--- src/rtl/nf_mac_10g_tx_if.sv ---
// AXI4-Stream beat channel carrying user frames into the 10G MAC transmit path.
interface nf_mac_10g_tx_if;
    logic [63:0] tx_axis_tdata;
    logic [7:0]  tx_axis_tkeep;
    logic        tx_axis_tvalid;
    logic        tx_axis_tlast;
    logic        tx_axis_tuser;
    logic        tx_axis_tready;

    // A beat transfers on a rising edge where tvalid and tready are both 1; the master holds the beat stable until then.
    modport master (output tx_axis_tdata, tx_axis_tkeep, tx_axis_tvalid, tx_axis_tlast, tx_axis_tuser,
                    input  tx_axis_tready);
    modport slave  (input  tx_axis_tdata, tx_axis_tkeep, tx_axis_tvalid, tx_axis_tlast, tx_axis_tuser,
                    output tx_axis_tready);
endinterface

--- src/rtl/nf_mac_10g_tx.sv ---
// 10G MAC transmit: AXI4-Stream frames to XGMII with preamble, pad, CRC-32 FCS, terminate and IFG.
module nf_mac_10g_tx #(
    parameter int MIN_FRAME = 60,
    parameter int MIN_IFG   = 12
) (
    input  logic                tx_clk0,
    input  logic                reset,
    input  logic                tx_axis_aresetn,
    input  logic                tx_dcm_locked,
    input  logic [79:0]         tx_configuration_vector,
    input  logic [7:0]          tx_ifg_delay,
    nf_mac_10g_tx_if.slave      axis,
    output logic [63:0]         xgmii_txd,
    output logic [7:0]          xgmii_txc,
    output logic [25:0]         tx_statistics_vector,
    output logic                tx_statistics_valid,
    output logic [2:0]          dbg_state_o
);
    typedef enum logic [2:0] {S_IDLE, S_PRE, S_DATA, S_TAIL, S_DROP, S_IFG} state_t;

    localparam logic [63:0] IDLE_W  = 64'h0707070707070707;
    localparam logic [63:0] START_W = 64'hD5555555555555FB;
    localparam logic [63:0] ERR_W   = 64'hFEFEFEFEFEFEFEFE;

    function automatic logic [31:0] crc_byte(input logic [31:0] c, input logic [7:0] b);
        logic [31:0] r;
        r = c;
        for (int k = 0; k < 8; k++) r = (r >> 1) ^ ((r[0] ^ b[k]) ? 32'hEDB88320 : 32'h0);
        return r;
    endfunction

    state_t      state_q;
    logic [63:0] txd_q;
    logic [7:0]  txc_q;
    logic        tready_q;
    logic [31:0] crc_q;
    logic [13:0] len_q;
    logic [2:0]  fidx_q;
    logic        padded_q, bad_q;
    logic [9:0]  ifg_cnt_q;
    logic [25:0] stat_vec_q;
    logic        stat_valid_q, stat_pend_q;

    logic        en, in_tail, bad_now;
    logic [3:0]  nd;
    logic [9:0]  gap;
    logic [10:0] ifg_sum;
    logic [9:0]  ifg_sat;
    logic [14:0] len_fcs;
    logic [13:0] stat_len;
    logic        unused_cfg;

    assign unused_cfg = ^tx_configuration_vector[79:2];
    assign en = tx_axis_aresetn & ~tx_configuration_vector[0] & tx_configuration_vector[1] & tx_dcm_locked;
    assign gap = (tx_ifg_delay > 8'(MIN_IFG)) ? {2'b00, tx_ifg_delay} : 10'(MIN_IFG);
    assign ifg_sum = {1'b0, ifg_cnt_q} + 11'd8;
    assign ifg_sat = ifg_sum[10] ? 10'h3FF : ifg_sum[9:0];

    // Lanes past the last data byte of a word carry the tail stream: pad, FCS, /T/, then /I/.
    always_comb begin
        in_tail = (state_q == S_TAIL) || axis.tx_axis_tlast;
        bad_now = (state_q == S_TAIL) ? bad_q : axis.tx_axis_tuser;
        nd = 4'd8;
        if (state_q == S_TAIL) begin
            nd = 4'd0;
        end else if (axis.tx_axis_tlast) begin
            nd = 4'd0;
            for (int i = 0; i < 8; i++) nd = nd + {3'b000, axis.tx_axis_tkeep[i]};
        end
    end

    logic [63:0] b_txd;
    logic [7:0]  b_txc;
    logic [31:0] b_crc, b_fcs;
    logic [13:0] b_len;
    logic [2:0]  b_fidx;
    logic        b_tdone, b_padded;
    logic [3:0]  b_tlane;

    always_comb begin
        b_txd = '0;
        b_txc = '0;
        b_crc = crc_q;
        b_fcs = '0;
        b_len = len_q;
        b_fidx = fidx_q;
        b_tdone = 1'b0;
        b_padded = padded_q;
        b_tlane = 4'd0;
        for (int i = 0; i < 8; i++) begin
            if (4'(i) < nd) begin
                b_txd[8*i +: 8] = axis.tx_axis_tdata[8*i +: 8];
                b_crc = crc_byte(b_crc, axis.tx_axis_tdata[8*i +: 8]);
                if (b_len != 14'h3FFF) b_len = b_len + 14'd1;
            end else if (in_tail) begin
                if (b_len < 14'(MIN_FRAME)) begin
                    b_crc = crc_byte(b_crc, 8'h00);
                    b_len = b_len + 14'd1;
                    b_padded = 1'b1;
                end else if (b_fidx < 3'd4) begin
                    b_fcs = ~b_crc;
                    b_txd[8*i +: 8] = b_fcs[{b_fidx[1:0], 3'b000} +: 8];
                    b_fidx = b_fidx + 3'd1;
                end else if (!b_tdone) begin
                    b_txd[8*i +: 8] = 8'hFD;
                    b_txc[i] = 1'b1;
                    b_tdone = 1'b1;
                    b_tlane = 4'(i);
                end else begin
                    b_txd[8*i +: 8] = 8'h07;
                    b_txc[i] = 1'b1;
                end
            end
        end
        len_fcs = {1'b0, b_len} + 15'd4;
        stat_len = len_fcs[14] ? 14'h3FFF : len_fcs[13:0];
    end

    always_ff @(posedge tx_clk0 or posedge reset) begin
        if (reset) begin
            state_q <= S_IDLE;
            txd_q <= IDLE_W;
            txc_q <= 8'hFF;
            tready_q <= 1'b0;
            crc_q <= 32'hFFFFFFFF;
            len_q <= '0;
            fidx_q <= '0;
            padded_q <= 1'b0;
            bad_q <= 1'b0;
            ifg_cnt_q <= '0;
            stat_vec_q <= '0;
            stat_valid_q <= 1'b0;
            stat_pend_q <= 1'b0;
        end else if (!en) begin
            // Soft reset, datapath reset, disable or lost lock: abort silently to idle.
            state_q <= S_IDLE;
            txd_q <= IDLE_W;
            txc_q <= 8'hFF;
            tready_q <= 1'b0;
            crc_q <= 32'hFFFFFFFF;
            len_q <= '0;
            fidx_q <= '0;
            padded_q <= 1'b0;
            bad_q <= 1'b0;
            ifg_cnt_q <= '0;
            stat_vec_q <= '0;
            stat_valid_q <= 1'b0;
            stat_pend_q <= 1'b0;
        end else begin
            stat_valid_q <= stat_pend_q;
            stat_pend_q <= 1'b0;
            case (state_q)
                S_IDLE: begin
                    txd_q <= IDLE_W;
                    txc_q <= 8'hFF;
                    tready_q <= 1'b0;
                    if (axis.tx_axis_tvalid) begin
                        state_q <= S_PRE;
                        txd_q <= START_W;
                        txc_q <= 8'h01;
                        tready_q <= 1'b1;
                        crc_q <= 32'hFFFFFFFF;
                        len_q <= '0;
                        fidx_q <= '0;
                        padded_q <= 1'b0;
                        bad_q <= 1'b0;
                    end
                end
                S_PRE, S_DATA, S_TAIL: begin
                    if (state_q != S_TAIL && !axis.tx_axis_tvalid) begin
                        state_q <= S_DROP;
                        txd_q <= ERR_W;
                        txc_q <= 8'hFF;
                        ifg_cnt_q <= 10'd8;
                        stat_vec_q <= {9'd0, 1'b0, len_q, 1'b1, 1'b0};
                        stat_pend_q <= 1'b1;
                    end else begin
                        txd_q <= b_txd;
                        txc_q <= b_txc;
                        crc_q <= b_crc;
                        len_q <= b_len;
                        fidx_q <= b_fidx;
                        padded_q <= b_padded;
                        if (state_q != S_TAIL) state_q <= S_DATA;
                        if (in_tail) begin
                            tready_q <= 1'b0;
                            bad_q <= bad_now;
                            if (b_tdone) begin
                                state_q <= S_IFG;
                                stat_pend_q <= 1'b1;
                                stat_vec_q <= {9'd0, b_padded, stat_len, bad_now, ~bad_now};
                                if (bad_now) begin
                                    txd_q <= ERR_W;
                                    txc_q <= 8'hFF;
                                    ifg_cnt_q <= 10'd8;
                                end else begin
                                    ifg_cnt_q <= 10'd8 - {6'd0, b_tlane};
                                end
                            end else begin
                                state_q <= S_TAIL;
                            end
                        end
                    end
                end
                S_DROP: begin
                    txd_q <= IDLE_W;
                    txc_q <= 8'hFF;
                    ifg_cnt_q <= ifg_sat;
                    if (axis.tx_axis_tvalid && axis.tx_axis_tlast) begin
                        state_q <= S_IFG;
                        tready_q <= 1'b0;
                    end
                end
                S_IFG: begin
                    // The idle word emitted on this edge counts toward the gap.
                    txd_q <= IDLE_W;
                    txc_q <= 8'hFF;
                    tready_q <= 1'b0;
                    ifg_cnt_q <= ifg_sat;
                    if (ifg_sum >= {1'b0, gap}) state_q <= S_IDLE;
                end
                default: begin
                    state_q <= S_IDLE;
                    txd_q <= IDLE_W;
                    txc_q <= 8'hFF;
                    tready_q <= 1'b0;
                end
            endcase
        end
    end

    assign axis.tx_axis_tready  = tready_q;
    assign xgmii_txd            = txd_q;
    assign xgmii_txc            = txc_q;
    assign tx_statistics_vector = stat_vec_q;
    assign tx_statistics_valid  = stat_valid_q;
    assign dbg_state_o          = state_q;
endmodule

--- src/flat_wrapper.sv ---
// flat-port wrapper written by rule: the top's interface ports become plain ports
module nf_mac_10g_tx_flat 
#(
    parameter int MIN_FRAME = 60,
    parameter int MIN_IFG   = 12
)
  (tx_clk0, reset, tx_axis_aresetn, tx_dcm_locked, tx_configuration_vector, tx_ifg_delay, xgmii_txd, xgmii_txc, tx_statistics_vector, tx_statistics_valid, dbg_state_o, axis_tx_axis_tdata, axis_tx_axis_tkeep, axis_tx_axis_tvalid, axis_tx_axis_tlast, axis_tx_axis_tuser, axis_tx_axis_tready);
  nf_mac_10g_tx_if axis_i ();
  input  logic tx_clk0;
  input  logic reset;
  input  logic tx_axis_aresetn;
  input  logic tx_dcm_locked;
  input  logic [79:0] tx_configuration_vector;
  input  logic [7:0] tx_ifg_delay;
  output logic [63:0] xgmii_txd;
  output logic [7:0] xgmii_txc;
  output logic [25:0] tx_statistics_vector;
  output logic tx_statistics_valid;
  output logic [2:0] dbg_state_o;
  input wire logic [$bits(axis_i.tx_axis_tdata)-1:0] axis_tx_axis_tdata;
  input wire logic [$bits(axis_i.tx_axis_tkeep)-1:0] axis_tx_axis_tkeep;
  input wire logic [$bits(axis_i.tx_axis_tvalid)-1:0] axis_tx_axis_tvalid;
  input wire logic [$bits(axis_i.tx_axis_tlast)-1:0] axis_tx_axis_tlast;
  input wire logic [$bits(axis_i.tx_axis_tuser)-1:0] axis_tx_axis_tuser;
  output wire logic [$bits(axis_i.tx_axis_tready)-1:0] axis_tx_axis_tready;
  assign axis_i.tx_axis_tdata = axis_tx_axis_tdata;
  assign axis_i.tx_axis_tkeep = axis_tx_axis_tkeep;
  assign axis_i.tx_axis_tvalid = axis_tx_axis_tvalid;
  assign axis_i.tx_axis_tlast = axis_tx_axis_tlast;
  assign axis_i.tx_axis_tuser = axis_tx_axis_tuser;
  assign axis_tx_axis_tready = axis_i.tx_axis_tready;
  nf_mac_10g_tx #(.MIN_FRAME(MIN_FRAME), .MIN_IFG(MIN_IFG)) u_core (.tx_clk0(tx_clk0), .reset(reset), .tx_axis_aresetn(tx_axis_aresetn), .tx_dcm_locked(tx_dcm_locked), .tx_configuration_vector(tx_configuration_vector), .tx_ifg_delay(tx_ifg_delay), .axis(axis_i), .xgmii_txd(xgmii_txd), .xgmii_txc(xgmii_txc), .tx_statistics_vector(tx_statistics_vector), .tx_statistics_valid(tx_statistics_valid), .dbg_state_o(dbg_state_o));
endmodule
--- config.mk ---
export PLATFORM = sky130hd
export DESIGN_NAME = nf_mac_10g_tx_flat
export DESIGN_NICKNAME = d
export VERILOG_FILES = /design/src/rtl/nf_mac_10g_tx_if.sv /design/src/rtl/nf_mac_10g_tx.sv /design/src/flat_wrapper.sv
export SDC_FILE = /design/constraint.sdc
export NUM_CORES = 2
export LEC_CHECK = 0
export BUFFER_PORTS_ARGS = -buffer_cell sky130_fd_sc_hd__buf_2
export CAP_MARGIN = 20
export CELL_PAD_IN_SITES_DETAIL_PLACEMENT = 0
export CELL_PAD_IN_SITES_GLOBAL_PLACEMENT = 2
export CORE_MARGIN = 4
export CORE_UTILIZATION = 35
export DETAILED_ROUTE_END_ITERATION = 12
export PLACE_DENSITY = 0.81
export SYNTH_ARGS = -nofsm -noshare
export SYNTH_HDL_FRONTEND = slang
export SYNTH_SLANG_ARGS = --single-unit
--- constraint.sdc ---
create_clock -name tx_clk0 -period 35.1 [get_ports tx_clk0]
set_input_delay 7.02 -clock tx_clk0 [delete_from_list [all_inputs] [get_ports tx_clk0]]
set_output_delay 7.02 -clock tx_clk0 [all_outputs]
set_load 0.005 [all_outputs]
==> results.yml <==
critical_path:
  critPathMaxFanout: 46
  path_class: "in -> reg"
  r2r-end: "u_core.xgmii_txd[18]$_DFF_PP1_"
  worstPathRequired_ns: 35.46
  critPathCaptureType: "flip-flop"
  ff2ff_path_depth: 51
  slowest_delay_ns: 0.68
  critical_path.slowest_cell: "fa_1"
  critPathBufInv: 9
  arrival_ns: 27.05
  reg2reg_slack_ns: 16.86
  cp_common_cell: "ha_1"
  crit_family: "simple AND/OR/NAND/NOR gates"
  r2r_start: "u_core.len_q[0]$_DFFE_PP0P_"
  cp-start-kind: "input pin"
placement:
  place_congestion: 0.956
  place_area_um2: 36000
  port_buffers: 182
  pre_cts_ws_ns: 8.14
  hpwl_um: 117000
routing:
  drt-total-wl_um: 149000
  drt-initial-drc-count: 3605
  first_pass_iters: 5
  drc_errors: 0
  wl_per_cell_um: 27.5
  ant_nets: 0
  vias: 32946
  viasPerCell: 6.05
cts:
  cts_tree: "done"
  cts_max_level: 4
  root_buffer: "clkbuf_16"
  post_cts_buffers: 0
  cts_sinks: 156
  cts_buffer_depth: 2
  cts_made_buffers: 17
  clk_latency_ns: 0.51
  cts_hold_buf: 0
  cts_resized: 0
  cts.clk_slew.worst_paths_ns: 0.07
sta:
  max_slew_margin_pct: 17.9
  tightestPinTransition_ns: 1.23
  clock_skew_ns: 0.0184
  fin_crit_ns: 26.70
  fmax_mhz: 37.5
  setup_viol: 0
  rsz0062_at_grt: "false"
  hold_violations: 0
  slew_viol_final: 0
  setup_ws_ns: 8.40
  period_share_pct: 76.1
  finalSetupTns_ns: 0
die:
  coreArea_um2: 95200
  die_area_um2: 101000
  initial_core_util_pct: 35.3
  die_y_um: 318
  rows: 113
  chipWidth_um: 318
  ios: 270
hold_path:
  holdPathStages: 1
  hold_path.startpoint: "u_core.stat_pend_q$_DFF_PP0_"
  worstHoldEndpoint: "u_core.tx_statistics_valid$_DFF_PP0_"
  hold_path.class: "reg -> reg"
global_route:
  grt_pass1_wl_um: 217000
  track_usage_pct: 28.3
  grt_overflow_total: 0
  grt_pass1_vias: 30636
  antenna_found_initial: 9
  grt_start_max_net_pins: 110
logic_synthesis:
  ys_types: 145
  synth_warnings: 0
  synth_edf_count: 0
  syn_area_um2: 33600
  synth_seq_cells: 156
  async_flop_share_pct: 100
  synth_top_area_cell: "xnor2_1"
  yosysTopAreaCellShare_pct: 16.2
  yosysSeqAreaShare_pct: 11.9
  syn_inst: 4064
  synth_area_leaders: "xnor2_1, xor2_1, dfrtp_1, dfstp_2, xnor3_1"
  synth_area_per_cell_um2: 8.27
  ys.flop_type: "dfrtp_1"
cells_and_area:
  multiInputGateArea_um2: 28400
  nets: 4358
  stdcell_area_um2: 36800
  synthToLayoutAreaGrowth_pct: 9.39
  fill_cells: 9869
  register_area_um2: 3980
  drive_above_1_share_pct: 17.6
run_status:
  status: "complete, no violations"
run:
  cap_violations: 0
-- worst reg2reg max path, delay by kind of cell, from the launching register on --
| family | cells | cell delay [ns] |
|---|---|---|
| compound gates | 10 | 3.26 |
| xor+xnor | 6 | 1.83 |
| fa+ha+maj | 6 | 2.40 |
| buf+inv | 5 | 1.18 |
| flops | 1 | 0.54 |
| simple gates | 24 | 8.87 |
-- layer usage --
metal | vias to the layer above | share of wire (%) | GRT usage, %
met1 | 16203 | 45 | 41.1
met5 | - | 0.014 | 0
met2 | 1585 | 43 | 42.5
met4 | 4 | 3.4 | 9.48
li1 | 14930 | - | -
met3 | 224 | 8.6 | 4.76
-- area by class of cell --
type                       count  area share, %
timing repair buffer         309           5.14
antenna                        7         0.0477
sequential                   156           10.8
inverter                      82          0.851
clock buffer                  17           1.16
tap                         1265           4.31
multi-input combinational   3591           77.1
clock inverter                15          0.511
-- through the flow --
| stage | instances | utilization [%] | hold slack (ns) |
|---|---|---|---|
| final | 5442 | 38.6 | 0.458 |
| after global routing | 5435 | 38.6 | 0.493 |
| after CTS | 5428 | 38.5 | 0.467 |
| after detailed placement | 5396 | 37.9 | 0.440 |
| after global placement | 5396 | 37.9 | 0.437 |
| after floorplan | 4072 | - | 0.428 |
-- worst max-delay path by stage --
stage / from / endpoint / cells past startpoint
6_report: axis_tx_axis_tkeep[0] / u_core.xgmii_txd[18]$_DFF_PP1_ / 62
5_1_grt: axis_tx_axis_tkeep[0] / u_core.xgmii_txd[18]$_DFF_PP1_ / 62
4_1_cts: axis_tx_axis_tkeep[0] / u_core.xgmii_txd[18]$_DFF_PP1_ / 62
3_5_place_dp: axis_tx_axis_tkeep[0] / u_core.xgmii_txd[18]$_DFF_PP1_ / 62
3_3_place_gp: axis_tx_axis_tkeep[0] / u_core.xgmii_txd[18]$_DFF_PP1_ / 62
2_1_floorplan: axis_tx_axis_tkeep[0] / u_core.tx_statistics_vector[15]$_DFFE_PP0P_ / 66
-- cell usage in the layout (no fill, tap or decap), types with 77 or more instances in the layout --
cell,count
xnor2_1,621
nand2_1,365
nor2_1,295
xor2_1,271
a21oi_1,264
o21ai_0,249
buf_2,182
buf_4,120
mux2i_1,116
dfrtp_1,92
nand3_1,81
nor3_1,77
-- kinds of logic after synthesis --
logic type               share of synthesized area, %
AND/OR/NAND/NOR                                  17.1
AO/OA/AOI/OAI                                    23.7
adder cells (fa/ha/maj)                          1.36
multiplexers                                     8.10
other                                          0.0112
XOR/XNOR                                         33.5
buffers and inverters                            4.31
flip-flops                                       11.9
-- cell usage after synthesis, types with 26 or more instances --
cell and n:
xnor2_1 621, nand2_1 367, nor2_1 305, xor2_1 271, a21oi_1 266, o21ai_0 253, clkbuf_1 142, mux2i_1 116
dfrtp_1 92, nand3_1 81, nor3_1 79, inv_1 77, xnor3_1 73, dfstp_2 64, a211oi_1 58, o211ai_1 55
a31oi_1 51, mux4_2 45, a21o_1 43, nand4_1 43, buf_2 41, xnor2_2 39, o22ai_1 37, and2_1 36
a221oi_1 32, ha_1 30, nor4_1 30, mux2_2 29, and3_1 28, buf_4 27, o21a_1 26
-- sequential cells by signal, indices dropped and copies added, names as in the netlist --
register                     count
u_core.stat_pend_q               1
u_core.padded_q                  1
u_core.len_q                    14
u_core.ifg_cnt_q                10
u_core.xgmii_txd                64
u_core.tx_statistics_valid       1
u_core.tx_statistics_vector     17
u_core.dbg_state_o               3
u_core.crc_q                    32
u_core.fidx_q                    3
u_core.xgmii_txc                 8
u_core.axis.tx_axis_tready       1
u_core.bad_q                     1
Power is not shown: default switching activity piles up to over one toggle a cycle in this logic, so the estimate is an artifact.
